--- src/rtl/uart_rx_cfg.sv ---
// UART receiver with configurable data width, parity and stop bits.
// Define UART_RX_MAJORITY_EN to take every sample as a 2-of-3 vote over rx_s history.
module uart_rx_cfg #(
    parameter int CLKS_PER_BIT = 104,
    parameter int DATA_BITS    = 8,
    parameter int PARITY       = 0,
    parameter int STOP_BITS    = 1
) (
    input  logic                 i_Clock,
    input  logic                 i_Reset,
    input  logic                 i_RX_Serial,
    output logic                 o_RX_DV,
    output logic [DATA_BITS-1:0] o_RX_Byte,
    output logic                 o_Parity_Err,
    output logic                 o_Frame_Err,
    output logic                 o_Busy
);

    localparam int M     = (CLKS_PER_BIT - 1) / 2;
    localparam int CNT_W = $clog2(CLKS_PER_BIT);
    localparam int IDX_W = $clog2(DATA_BITS);

    localparam logic [CNT_W-1:0] CNT_MID  = CNT_W'(M);
    localparam logic [CNT_W-1:0] CNT_LAST = CNT_W'(CLKS_PER_BIT - 1);
    localparam logic [IDX_W-1:0] IDX_LAST = IDX_W'(DATA_BITS - 1);
    localparam logic             STOP_LAST = 1'(STOP_BITS - 1);
    localparam logic             ODD_PAR   = (PARITY == 1);

    typedef enum logic [2:0] {
        S_IDLE    = 3'd0,
        S_START   = 3'd1,
        S_DATA    = 3'd2,
        S_PARITY  = 3'd3,
        S_STOP    = 3'd4,
        S_CLEANUP = 3'd5
    } state_t;

    state_t           state, state_nx;
    logic [CNT_W-1:0] cnt, cnt_nx;
    logic [IDX_W-1:0] idx, idx_nx;
    logic             stop_idx, stop_nx;
    logic             smp_data, smp_par, smp_stop, done;

    logic                 rx_meta, rx_s, rx_q;
    logic                 sample_bit;
    logic [DATA_BITS-1:0] data_r;
    logic                 par_err_r, frm_err_r;

    // Stage: pin synchronizer and sample history
`ifdef UART_RX_MAJORITY_EN
    logic rx_qq;

    always_ff @(posedge i_Clock) begin
        if (i_Reset) begin
            rx_meta <= 1'b1;
            rx_s    <= 1'b1;
            rx_q    <= 1'b1;
            rx_qq   <= 1'b1;
        end else begin
            rx_meta <= i_RX_Serial;
            rx_s    <= rx_meta;
            rx_q    <= rx_s;
            rx_qq   <= rx_q;
        end
    end

    assign sample_bit = (rx_s & rx_q) | (rx_s & rx_qq) | (rx_q & rx_qq);
`else
    always_ff @(posedge i_Clock) begin
        if (i_Reset) begin
            rx_meta <= 1'b1;
            rx_s    <= 1'b1;
            rx_q    <= 1'b1;
        end else begin
            rx_meta <= i_RX_Serial;
            rx_s    <= rx_meta;
            rx_q    <= rx_s;
        end
    end

    assign sample_bit = rx_s;
`endif

    // Stage: frame sequencing
    always_ff @(posedge i_Clock) begin
        if (i_Reset) begin
            state    <= S_IDLE;
            cnt      <= '0;
            idx      <= '0;
            stop_idx <= 1'b0;
        end else begin
            state    <= state_nx;
            cnt      <= cnt_nx;
            idx      <= idx_nx;
            stop_idx <= stop_nx;
        end
    end

    always_comb begin
        state_nx = state;
        cnt_nx   = cnt;
        idx_nx   = idx;
        stop_nx  = stop_idx;
        smp_data = 1'b0;
        smp_par  = 1'b0;
        smp_stop = 1'b0;
        done     = 1'b0;
        case (state)
            S_IDLE: begin
                cnt_nx  = '0;
                idx_nx  = '0;
                stop_nx = 1'b0;
                // Only a true high-to-low transition starts a frame, so a stuck-low line never retriggers.
                if (rx_q && !rx_s) state_nx = S_START;
            end
            S_START: begin
                if (cnt == CNT_MID) begin
                    cnt_nx   = '0;
                    state_nx = sample_bit ? S_IDLE : S_DATA;
                end else begin
                    cnt_nx = cnt + 1'b1;
                end
            end
            S_DATA: begin
                if (cnt == CNT_LAST) begin
                    cnt_nx   = '0;
                    smp_data = 1'b1;
                    if (idx == IDX_LAST) begin
                        idx_nx   = '0;
                        state_nx = (PARITY != 0) ? S_PARITY : S_STOP;
                    end else begin
                        idx_nx = idx + 1'b1;
                    end
                end else begin
                    cnt_nx = cnt + 1'b1;
                end
            end
            S_PARITY: begin
                if (cnt == CNT_LAST) begin
                    cnt_nx   = '0;
                    smp_par  = 1'b1;
                    state_nx = S_STOP;
                end else begin
                    cnt_nx = cnt + 1'b1;
                end
            end
            S_STOP: begin
                if (cnt == CNT_LAST) begin
                    cnt_nx   = '0;
                    smp_stop = 1'b1;
                    if (stop_idx == STOP_LAST) begin
                        done     = 1'b1;
                        state_nx = S_CLEANUP;
                    end else begin
                        stop_nx = 1'b1;
                    end
                end else begin
                    cnt_nx = cnt + 1'b1;
                end
            end
            S_CLEANUP: state_nx = S_IDLE;
            default:   state_nx = S_IDLE;
        endcase
    end

    assign o_RX_DV = (state == S_CLEANUP);
    assign o_Busy  = (state != S_IDLE);

    // Stage: data capture and error accumulation
    always_ff @(posedge i_Clock) begin
        if (smp_data) data_r[idx] <= sample_bit;
        if (state == S_IDLE) begin
            par_err_r <= 1'b0;
            frm_err_r <= 1'b0;
        end else begin
            if (smp_par)  par_err_r <= (^data_r) ^ sample_bit ^ ODD_PAR;
            if (smp_stop && !sample_bit) frm_err_r <= 1'b1;
        end
    end

    // Stage: output registers, loaded on the final stop sample so they are valid with o_RX_DV
    always_ff @(posedge i_Clock) begin
        if (i_Reset) begin
            o_RX_Byte    <= '0;
            o_Parity_Err <= 1'b0;
            o_Frame_Err  <= 1'b0;
        end else if (done) begin
            o_RX_Byte    <= data_r;
            o_Parity_Err <= (PARITY != 0) ? par_err_r : 1'b0;
            o_Frame_Err  <= frm_err_r | ~sample_bit;
        end
    end

endmodule

--- config.mk ---
export PLATFORM = sky130hd
export DESIGN_NAME = uart_rx_cfg
export DESIGN_NICKNAME = d
export VERILOG_FILES = /design/src/rtl/uart_rx_cfg.sv
export SDC_FILE = /design/constraint.sdc
export NUM_CORES = 1
export LEC_CHECK = 0
export CAP_MARGIN = 20
export CORE_MARGIN = 2
export CORE_UTILIZATION = 56
export DETAILED_ROUTE_END_ITERATION = 8
export GPL_TIMING_DRIVEN = 1
export PLACE_DENSITY_LB_ADDON = 0.15
export SETUP_SLACK_MARGIN = 0.5
export SKIP_CTS_REPAIR_TIMING = 1
export SYNTH_ARGS = -nofsm -noshare
export SYNTH_HDL_FRONTEND = slang
export SYNTH_SLANG_ARGS = --single-unit
--- constraint.sdc ---
create_clock -name i_Clock -period 2.3 [get_ports i_Clock]
set_input_delay 0.46 -clock i_Clock [delete_from_list [all_inputs] [get_ports i_Clock]]
set_output_delay 0.46 -clock i_Clock [all_outputs]
set_load 0.01 [all_outputs]
==> flow_metrics.py <==
metrics = {
    "synthesis": {
        "synth_async_sr_flop_share_pct": 0,
        "synth_nets": 188,
        "synth.largest_area_cell": "dfxtp_1",
        "synthAdderAreaFrac_pct": 2.17,
        "synth_cell_types": 52,
        "netlist_area_um2": 1730,
        "synth_area_leaders": "dfxtp_1 31%, edfxtp_1 14%, mux2i_1 5.2%, nor2_1 4.3%, a21oi_1 3.5%",
        "synth.avg_cell_area_um2": 9.49,
        "syn_inst": 182,
        "ys.flop_type": "dfxtp_1",
        "synth_top_family_by_area": "simple AND/OR/NAND/NOR gates",
        "synth_edf_count": 8,
        "ys_seq_area_share_pct": 45.2,
        "synth_xor_area_share_pct": 0.507,
        "synth_compound_area_share_pct": 17.2,
        "synth_mux_area_share_pct": 5.21,
        "ys.warnings.count": 0,
        "yosys.area_share.simple_pct": 23.4,
        "synth-seq-cells": 35,
        "synth_top_area_share_pct": 31.3,
    },
    "grt": {
        "overflow": 0,
        "grt_max_degree": 17,
        "antenna_found_initial": 0,
        "track_usage_pct": 23.0,
        "grt_pass1_wl_mm": 6.13,
        "grt_pass1_vias": 1294,
    },
    "routing": {
        "drt-vias-per-instance": 6.29,
        "drcViolationCount": 0,
        "wl_per_cell_um": 17.1,
        "drt-initial-drc-count": 87,
        "first_pass_iters": 4,
        "routed_wl_mm": 4.03,
        "antenna_left": 0,
        "via_count": 1484,
    },
    "die": {
        "core_um2": 3000,
        "die-width_um": 59.5,
        "die_area_um2": 3550,
        "die_h_um": 59.5,
        "fp-row-count": 20,
        "io_pins": 15,
        "start_util_pct": 57.5,
    },
    "cts": {
        "root_buffer": "clkbuf_4",
        "clockBufferDepth": 2,
        "cts_tree": "done",
        "htreeDepth": 2,
        "cts_buffers": 5,
        "clk_latency_ps": 350,
        "numClockSinks": 35,
        "clkTransAtPathRegs_ps": 110,
    },
    "status": {
        "status": "complete, no violations",
    },
    "worst_setup_path": {
        "cp_max_fo": 10,
        "slowest_stage": "clkdlybuf4s50_1",
        "path_class": "reg2out",
        "startpoint": "state[0]",
        "crit_path_max_incr_delay_ps": 560,
        "crit_arrival_ps": 1550,
        "crit_required_ps": 1840,
        "cp-start-kind": "flip-flop",
        "cp_cell_sequence": "inv_1 > nand2_1 > clkdlybuf4s50_1",
        "path_buf_inv": 2,
        "cp_top_family": "buffers and inverters",
        "r2r_start": "cnt[4]",
        "end_kind": "output pin",
    },
    "sta": {
        "final.setup_skew_ps": 12.8,
        "rsz0062_at_grt": "yes",
        "final.min_clock_period_ps": 2010,
        "fin_crit_sh_pct": 87.5,
        "finalHoldViolations": 0,
        "fmax_mhz": 497,
        "slew_violations": 0,
        "timing.setup.tns_ps": 0,
        "holdWs_ps": 441,
        "finalSetupViolCount": 0,
    },
    "place": {
        "dpl.hpwl_mm": 2.69,
        "globalplace.congestion": 0.948,
        "portBuffers": 13,
        "dpl.cell_count": 221,
    },
    "layout": {
        "fin_util_pct": 68.5,
        "num_antenna_cells": 0,
        "final_cell_mix": "19 x dfxtp_1, 17 x nor2_1, 12 x nand2_1, 12 x clkdlybuf4s50_1, 11 x a21oi_1",
        "finalNonFillerCells": 236,
        "area_growth_syn_to_layout_pct": 19.0,
        "num-nets-final": 208,
        "drive_gt1_share_pct": 21.7,
        "final_common_cell": "dfxtp_1",
    },
    "power_and_ir_drop": {
        "power_leakage_uw": 0.000784,
        "peakVddDrop_mv": 0.384,
        "total_power_uw": 1130,
        "power_density_nw_per_um2": 549,
    },
    "worst_hold_path": {
        "hold_class": "reg2reg",
        "min_from": "rx_meta",
    },
    "flow_run": {
        "drv_cap": 0,
    },
}
-- worst register-to-register path: stages (launching register included) --
cell and delay (ps):
dfxtp_1 390, and4bb_4 410, nand2_4 80, or4_4 550, nor3_4 140
-- sequential cells by signal (all words and copies together) (netlist names), 3 cells and up --
signal / count
o_RX_Byte: 8
cnt: 7
idx: 3
state: 3
data_r: 8
-- path summary, 6_finish.rpt --
check                    to  slack, ps  depth (start not counted)
setup / recovery     o_Busy        290                          3
setup reg to reg  data_r[0]        450                          4
hold reg to reg        rx_s        440                          1
hold / removal         rx_s        440                          1
-- report_power, final --
part | leakage (µW) | total [µW] | switching, µW | internal, µW
combinational | 0.000462 | 141 | 87.0 | 54.2
sequential | 0.000294 | 651 | 16.4 | 635
clock | 0.0000282 | 335 | 217 | 118
-- cells in the mapped netlist (all sizes together), types with 2 or more instances --
master,instances
o21a,2
nand2b,4
o22ai,2
ha,3
or3b,3
inv,8
a21o,3
nor2b,3
o211ai,3
buf,9
a32oi,2
o21ai,3
nor3,5
mux2i,9
and2,3
and3,3
or2,3
nor2,20
a211oi,5
or4,2
nand4,4
o41ai,2
a21oi,12
a31oi,2
edfxtp,8
a22oi,2
dfxtp,27
nand2,13
clkbuf,2
-- cells by family after synthesis --
logic type,Yosys count
fa+ha+maj,3
simple gates,71
other cells,1
mux,9
buf+inv,19
compound gates,43
flops,35
xor+xnor,1
-- per-layer routing --
layer	vias to the layer above	track usage, %	wire, µm
li1	707	-	-
met1	705	33.3	1780
met2	65	33.0	1910
met3	7	6.33	301
met4	0	7.62	36
met5	-	0	0
-- layout make-up --
class	instances	area [µm²]
clock inverters	2	12.5
multi-input cells	128	902
clock buffers	6	41.3
repair buffers	24	228
fillers	223	947
well taps	33	41.3
flip-flops and latches	35	801
inverters	8	30.0
-- metrics by stage --
| stage | cell area, µm² | setup slack, ps |
|---|---|---|
| finish | 2060 | 287 |
| global route | 2060 | 244 |
| CTS | 1910 | 42.8 |
| detailed placement | 1850 | 293 |
| global placement | 1850 | 385 |
| floorplan | 1730 | 537 |
Power figures use the tool's default switching activity.
